## config.mk

```make
export PLATFORM = sky130hd
export DESIGN_NAME = game_tick_gen
export DESIGN_NICKNAME = d
export VERILOG_FILES = /design/src/rtl/game_tick_gen.sv
export SDC_FILE = /design/constraint.sdc
export NUM_CORES = 1
export LEC_CHECK = 0
export CAP_MARGIN = 25
export CELL_PAD_IN_SITES_DETAIL_PLACEMENT = 1
export CELL_PAD_IN_SITES_GLOBAL_PLACEMENT = 1
export CORE_ASPECT_RATIO = 1.1
export CORE_MARGIN = 8
export CORE_UTILIZATION = 31
export CTS_BUF_LIST = sky130_fd_sc_hd__clkbuf_4
export CTS_CLUSTER_SIZE = 24
export DETAILED_ROUTE_END_ITERATION = 8
export PLACE_DENSITY_LB_ADDON = 0.1
export SETUP_SLACK_MARGIN = 0.05
export SLEW_MARGIN = 15
export SYNTH_ARGS = -nofsm -noshare
export SYNTH_HDL_FRONTEND = slang
export SYNTH_SLANG_ARGS = --single-unit
```

## constraint.sdc

```tcl
create_clock -name clk -period 3.2 [get_ports clk]
set_input_delay 0.32 -clock clk [delete_from_list [all_inputs] [get_ports clk]]
set_output_delay 0.32 -clock clk [all_outputs]
set_load 0.01 [all_outputs]
```

## src/rtl/game_tick_gen.sv

```systemverilog
// Game tick generator: turns rising edges of a slow divider bit into one-cycle
// game-advance pulses, with a speed ramp, pause/crash handling and a tick counter.
//
// state  | meaning
// IDLE   | powered up, waiting for start
// RUN    | counting divider edges, issuing ticks, ramping speed
// PAUSED | all counters frozen, edges discarded
// OVER   | game ended, counters held for readout until start
module game_tick_gen #(
   parameter int unsigned INIT_PERIOD = 16,
   parameter int unsigned MIN_PERIOD  = 4,
   parameter int unsigned RAMP_TICKS  = 64,
   parameter int unsigned STEP        = 1
) (
   input  logic        clk,
   input  logic        rst,
   input  logic        div_in,
   input  logic        start,
   input  logic        pause,
   input  logic        crash,
   output logic        tick,
   output logic [7:0]  period,
   output logic [15:0] tick_count,
   output logic [1:0]  state
);

   typedef enum logic [1:0] {
      IDLE   = 2'b00,
      RUN    = 2'b01,
      PAUSED = 2'b10,
      OVER   = 2'b11
   } state_t;

   localparam logic [7:0]  INIT_P    = 8'(INIT_PERIOD);
   localparam logic [8:0]  MIN_P     = 9'(MIN_PERIOD);
   localparam logic [8:0]  STEP_P    = 9'(STEP);
   localparam logic [15:0] RAMP_LAST = 16'(RAMP_TICKS - 1);

   state_t      st;
   logic        sync1, sync2, sync3;
   logic [2:0]  warm;
   logic        edge_q;
   logic [7:0]  edge_cnt;
   logic [15:0] ramp_cnt;
   logic [8:0]  period_wide;
   logic [7:0]  ramped;
   logic        edge_last;

   assign state = st;

   // warm keeps the reset value of sync3 from masquerading as a low sample,
   // so div_in already high at reset release is not seen as a rising edge
   always_ff @(posedge clk or negedge rst) begin
      if (!rst) begin
         sync1  <= 1'b0;
         sync2  <= 1'b0;
         sync3  <= 1'b0;
         warm   <= 3'b000;
         edge_q <= 1'b0;
      end else begin
         sync1  <= div_in;
         sync2  <= sync1;
         sync3  <= sync2;
         warm   <= {warm[1:0], 1'b1};
         edge_q <= sync2 & ~sync3 & warm[2];
      end
   end

   always_comb begin
      period_wide = {1'b0, period};
      ramped      = period;
      if (period_wide >= MIN_P + STEP_P) begin
         ramped = 8'(period_wide - STEP_P);
      end else begin
         ramped = MIN_P[7:0];
      end
   end

   assign edge_last = (edge_cnt == period - 8'd1);

   always_ff @(posedge clk or negedge rst) begin
      if (!rst) begin
         st         <= IDLE;
         tick       <= 1'b0;
         period     <= INIT_P;
         tick_count <= 16'd0;
         edge_cnt   <= 8'd0;
         ramp_cnt   <= 16'd0;
      end else begin
         tick <= 1'b0;
         case (st)
            IDLE, OVER: begin
               if (start) begin
                  st         <= RUN;
                  period     <= INIT_P;
                  tick_count <= 16'd0;
                  edge_cnt   <= 8'd0;
                  ramp_cnt   <= 16'd0;
               end
            end
            RUN: begin
               // leaving RUN swallows any edge arriving in the same cycle
               if (crash) begin
                  st <= OVER;
               end else if (pause) begin
                  st <= PAUSED;
               end else if (edge_q) begin
                  if (edge_last) begin
                     edge_cnt   <= 8'd0;
                     tick       <= 1'b1;
                     tick_count <= tick_count + 16'd1;
                     if (ramp_cnt == RAMP_LAST) begin
                        ramp_cnt <= 16'd0;
                        period   <= ramped;
                     end else begin
                        ramp_cnt <= ramp_cnt + 16'd1;
                     end
                  end else begin
                     edge_cnt <= edge_cnt + 8'd1;
                  end
               end
            end
            PAUSED: begin
               if (crash) begin
                  st <= OVER;
               end else if (!pause) begin
                  st <= RUN;
               end
            end
            default: st <= IDLE;
         endcase
      end
   end

endmodule

```

### Word-level counts from Yosys, hierarchy flattened

Cells that the tools add are included.

| storage, ports and cells | value |
|---|---|
| flip-flop bits (word level) | 58 |
| word-level logic and storage cells | 77 |

| operators by class | value |
|---|---|
| $add $sub $neg | 5 |
| $lt $le $gt $ge | 1 |
| equality and inequality tests | 13 |
| multiplexer cells | 37 |
| bitwise operators | 3 |
| reduce and logical (&&, ||, !) cells | 7 |

Operators with widths:

| kind | count |
|---|---|
| 16-bit 2-to-1 mux | 10 |
| 8-bit 2-to-1 mux | 12 |
| 16-bit one-hot mux with 2 select lines | 2 |
| 16-bit by 1-bit adder with 16-bit output, second input constant | 2 |
| 8-bit one-hot mux with 2 select lines | 2 |
| 16-bit by 6-bit equality test with 1-bit output, second input constant | 1 |
| 8-bit by 1-bit subtractor with 8-bit output, second input constant | 2 |
| 2-bit != test, second input constant | 6 |
| 2-bit 2-to-1 mux | 5 |
| 8-bit by 1-bit adder with 8-bit output, second input constant | 1 |
| 8-bit equality test | 1 |
| 8-bit by 3-bit greater-or-equal comparator with 1-bit output, second input constant | 1 |
| 7-bit AND reduction | 1 |
| 3-bit != test, second input constant | 2 |
| 2-bit one-hot mux with 3 select lines | 1 |
| 6-bit AND reduction | 1 |
| 1-bit 2-to-1 mux | 5 |
| 5-bit AND reduction | 1 |
| 2-bit equality test, second input constant | 2 |
| 3-bit AND reduction | 1 |
| 1-bit bitwise AND | 2 |
| 2-bit by 1-bit equality test with 1-bit output, second input constant | 1 |
| 2-bit logical NOT | 1 |
| 2-bit nonzero test | 1 |
| 2 further kinds | 2 |

### Logic depth before layout (Yosys ltp)

Gate-level depths: netlist (run 1).

| depth | value |
|---|---|
| depth after elaboration | 8 |
| depth in mapped cells | 11 |
| gate-level depth less buffers | 9 |

### Least setup slack after synthesis (run 1)

Ideal clock, no wire load.

| timing | value |
|---|---|
| kind | reg-to-reg |
| start | register period[0] |
| end | register tick_count[0] |
| library setup time | 0.127 ns |
| arrival time | 2.451 ns |
| data required time | 3.073 ns |
| setup slack | 0.622 ns |
| stages on the path, launching flop included | 10 |
| path buffers | 1 |
| period minus slack after synthesis | 2.578 ns |
| cells stage by stage | dfrtp_1 > inv_1 > ha_1 > or3b_1 > xnor2_1 > a22oi_1 > a21oi_1 > nor3_2 > buf_4 > mux2_1 |

| between the ends | value |
|---|---|
| cells in the longest elaborated chain, start to end | 4 |

Ends and longest elaborated chain:

| what | RTL line | text |
|---|---|---|
| start: declaration | 22 | `output logic [7:0] period,` |
| start signal: assignment | 114 | `period <= ramped;` |
| 8-bit by 1-bit subtractor with 8-bit output | 79 | `assign edge_last = (edge_cnt == period - 8'd1);` |
| 8-bit equality test | 79 |  |
| 2-bit != test (no line) | - |  |
| 6-bit AND reduction (no line) | - |  |
| end signal: assignment | 111 | `tick_count <= tick_count + 16'd1;` |
| end: declaration | 23 | `output logic [15:0] tick_count,` |

Every way passes these cells.
A chain may end at the register's enable or synchronous reset.

### Worst setup path in the final report (run 1)

| timing | value |
|---|---|
| start | register period[1] |
| end | register tick_count[0] |

Same word-level chain as after synthesis.

==> flow_summary.yaml, run 1 <==
run_status:
  status: "completed"
sta:
  finalSetupViolations: 0
  setup_tns_ps: 0
  min_period_ps: 2923
  finClkSkew_ps: 10.73
  rsz0062_at_grt: "false"
  tightest_slew_ps: 777.3
  relSlewSlack: 0.4818
  fmax_ghz: 0.3421
  maxSlewViolCount: 0
  hold_viol_final: 0
  fin_crit_sh: 0.9135
yosys:
  synth_top_family_by_area: "simple AND/OR/NAND/NOR gates"
  netlist_area_mm2: 0.003301
  synth_nets: 375
  ys_warn_count: 0
  synthAdderAreaFrac: 0.02654
  ys_ff_latch: 58
  ys_seq_area_frac: 0.4401
  synth_largest_area_cell: "dfrtp_1"
  synth_ff_type: "dfrtp_1"
  avgSynthCellArea_um2: 9.118
  synth_edf_count: 0
  synth_simple_gate_area_share: 0.2392
  synthMuxAreaShare: 0.01592
  synth-compound-area-share: 0.1979
  synth_xor_area_frac: 0.03450
  netlist.area_leader.share: 0.4321
  synth_cell_types: 56
  yosys-top-cells-area: "dfrtp_1, a21oi_1, and3_1"
  synthArstFlopShare: 1.000
  synthCells: 362
critical_path:
  r2r-start: "period[1]$_DFFE_PN0P_"
  start_kind: "register"
  cp_slowest_cell: "dfrtp_1"
  critPathArrivalTime_ps: 3220
  worstPathCellList: "inv_1 > ha_1 > or3b_1 > xnor2_1 > a22oi_1 > a21oi_1 > nor3_2 > buf_12 > mux2_1"
  required_ps: 3500
  r2r_cells: 9
  endpoint_kind: "register"
  crit_family: "simple AND/OR/NAND/NOR gates"
  r2r_slack_ps: 280
  path_max_fanout: 29
  setup.worst_path.class: "register to register"
  worst-path-buf-inv: 2
  critPathMaxStageDelay_ps: 450
  rr_endpoint: "tick_count[0]$_DFFE_PN0P_"
placement:
  dp_hpwl_um: 6601
  gp_congestion: 0.7750
  io_buffer_count: 32
  dp.cells: 531
  dpl_cell_area_mm2: 0.003799
drt:
  dr.pass1.iters: 4
  routed_wirelength_um: 8940
  wl_per_cell_um: 16.37
  num_vias: 2850
  drc: 0
  drtAntennaViolNets: 0
  via_per_inst: 5.220
  dr.first_iter.drc_count: 103
clocking:
  h-tree-depth: 3
  clkTransAtPathRegs_ps: 100
  cts_sinks: 58
  clockBufferDepth: 2
  clkLatencyLatePin_ps: 410
  cts_made_buffers: 9
  clockRootBuffer: "clkbuf_4"
  cts_tree: "yes"
layout:
  diodes: 0
  drive_above_1_share: 0.08437
  seqCellArea_mm2: 0.001453
  finish.instance_area_mm2: 0.003906
  syn_to_final_growth_pct: 18.35
  final_common_cell: "dfrtp_1"
  fillers: 1189
  nets: 413
  multi_input_comb_area_mm2: 0.001702
  stdcell_count: 546
  mostFrequentLayoutCells: "dfrtp_1, a21oi_1, clkdlybuf4s50_1"
global_route:
  grt_usage: 0.1358
  grt_pass1_vias: 2930
  grt_pass1_wl_um: 15610
  antenna_found_initial: 0
  grt_overflow_total: 0
  grt_max_degree: 35
pwr:
  peakVddDrop_mv: 0.2637
  leakagePower_nw: 1.696
  p_per_area_mw_per_mm2: 703.5
flow_run:
  maxCapViolCount: 0
min_path:
  worstHoldStart: "div_in"
  hold_end: "sync1$_DFF_PN0_"
  whs_path_depth: 1
  hold_path.class: "input port to register"
die:
  die_area_mm2: 0.01421
  placementRows: 39
  fp.dieW_um: 114.4
  num_io_pins: 33
  core-area_mm2: 0.01039
  start_util: 0.3176
  die_y_um: 124.2
==> routing by layer <==
| layer | vias to the layer above | wire [um] | GRT usage | part of all wire |
|---|---|---|---|---|
| met4 | 0 | 102 | 0.04000 | 0.011 |
| met3 | 12 | 287 | 0.03540 | 0.032 |
| met2 | 27 | 4254 | 0.2113 | 0.48 |
| met1 | 1416 | 4296 | 0.1792 | 0.48 |
| li1 | 1395 | - | - | - |
| met5 | - | 0 | 0 | 0 |
==> area by class of cell <==
| class | instances | share of cell area |
|---|---|---|
| well taps | 143 | 0.04580 |
| inverters | 21 | 0.02018 |
| clock buffers | 10 | 0.01922 |
| repair buffers | 41 | 0.1019 |
| flip-flops and latches | 58 | 0.3719 |
| clock inverters | 4 | 0.005445 |
| multi-input cells | 269 | 0.4356 |
==> cell usage after synthesis, types with 5 or more instances <==
cell type  instances
dfrtp_1           57
a21oi_1           31
nand2_1           24
o21ai_0           23
nor2_1            22
and3_1            21
inv_1             21
nand3_1           14
nand4_1           14
a31oi_1           10
xnor2_1           10
clkbuf_1           8
nand2b_1           8
ha_1               7
or3_1              6
a22o_1             5
a31o_1             5
and2_1             5
o21a_1             5
==> report_power, final <==
group | internal [mW] | switching [mW] | total (mW) | leakage (nW)
clock network | 0.155 | 0.275 | 0.430 | 0.0555
logic | 0.545 | 0.814 | 1.36 | 0.861
registers | 0.830 | 0.129 | 0.959 | 0.780
total | 1.53 | 1.22 | 2.75 | 1.70
==> repair_timing <==
item / CTS / global route
resized for setup: 0 / 1
endpoints found under the setup margin: 0 / 1
hold endpoints to repair: 1 / 0
buffers inserted: 0 / 0
hold buffers: 1 / 0
==> worst max path at each step <==
stage | startpoint | to | slack (ps) | cells past startpoint
final | period[1]$_DFFE_PN0P_ | tick_count[0]$_DFFE_PN0P_ | 280 | 9
after global routing | period[1]$_DFFE_PN0P_ | tick_count[0]$_DFFE_PN0P_ | 80 | 9
after CTS | period[1]$_DFFE_PN0P_ | ramp_cnt[10]$_DFFE_PN0P_ | 280 | 9
after detailed placement | period[1]$_DFFE_PN0P_ | tick_count[0]$_DFFE_PN0P_ | 300 | 9
after global placement | period[1]$_DFFE_PN0P_ | tick_count[0]$_DFFE_PN0P_ | 370 | 9
after floorplan | period[0]$_DFFE_PN0P_ | tick_count[0]$_DFFE_PN0P_ | 620 | 9
==> worst register-to-register path: cells and delay by family, from the launching register on <==
kind / cells / cell delay [ps]
buffers and inverters: 2 / 350
xor gates and xnor gates: 1 / 150
adders and majority gates: 1 / 270
and+or+nand+nor: 2 / 760
muxes: 1 / 340
AOI/OAI and AO/OA: 2 / 510
DFF: 1 / 450
==> cells by family after synthesis <==
kind of cell,count (synthesis)
simple gates,140
compound gates,103
flops,58
buf+inv,35
xor+xnor,13
fa+ha+maj,7
mux,5
other cells,1
==> flip-flops by register name, summed over array words and instances (netlist names) <==
register,cells
warm,3
tick_count,16
sync1,1
sync2,1
sync3,1
ramp_cnt,16
period,8
edge_q,1
tick,1
edge_cnt,8
state,2
==> through the flow <==
step	hold slack, ps	setup slack (ps)	power, mW	utilization
after floorplan	24.41	621.7	1.844	-
after global placement	334.2	371.6	2.334	0.3655
after detailed placement	340.3	303.5	2.346	0.3655
after CTS	324.5	280.5	2.796	0.3757
after global routing	306.2	76.30	3.003	0.3758
final	349.9	276.8	2.748	0.3758
No activity file was read; power rests on OpenSTA's default activity.
==> run 2: changes to the inputs <==
--- a/config.mk
+++ b/config.mk
@@ -12,6 +12,7 @@
 export CORE_MARGIN = 8
 export CORE_UTILIZATION = 31
 export CTS_BUF_LIST = sky130_fd_sc_hd__clkbuf_4
+export CTS_CLUSTER_DIAMETER = 30
 export CTS_CLUSTER_SIZE = 24
 export DETAILED_ROUTE_END_ITERATION = 8
 export PLACE_DENSITY_LB_ADDON = 0.1
==> results of run 2 <==
Same layout as run 1: the final DEF is identical, and so are final timing and power.
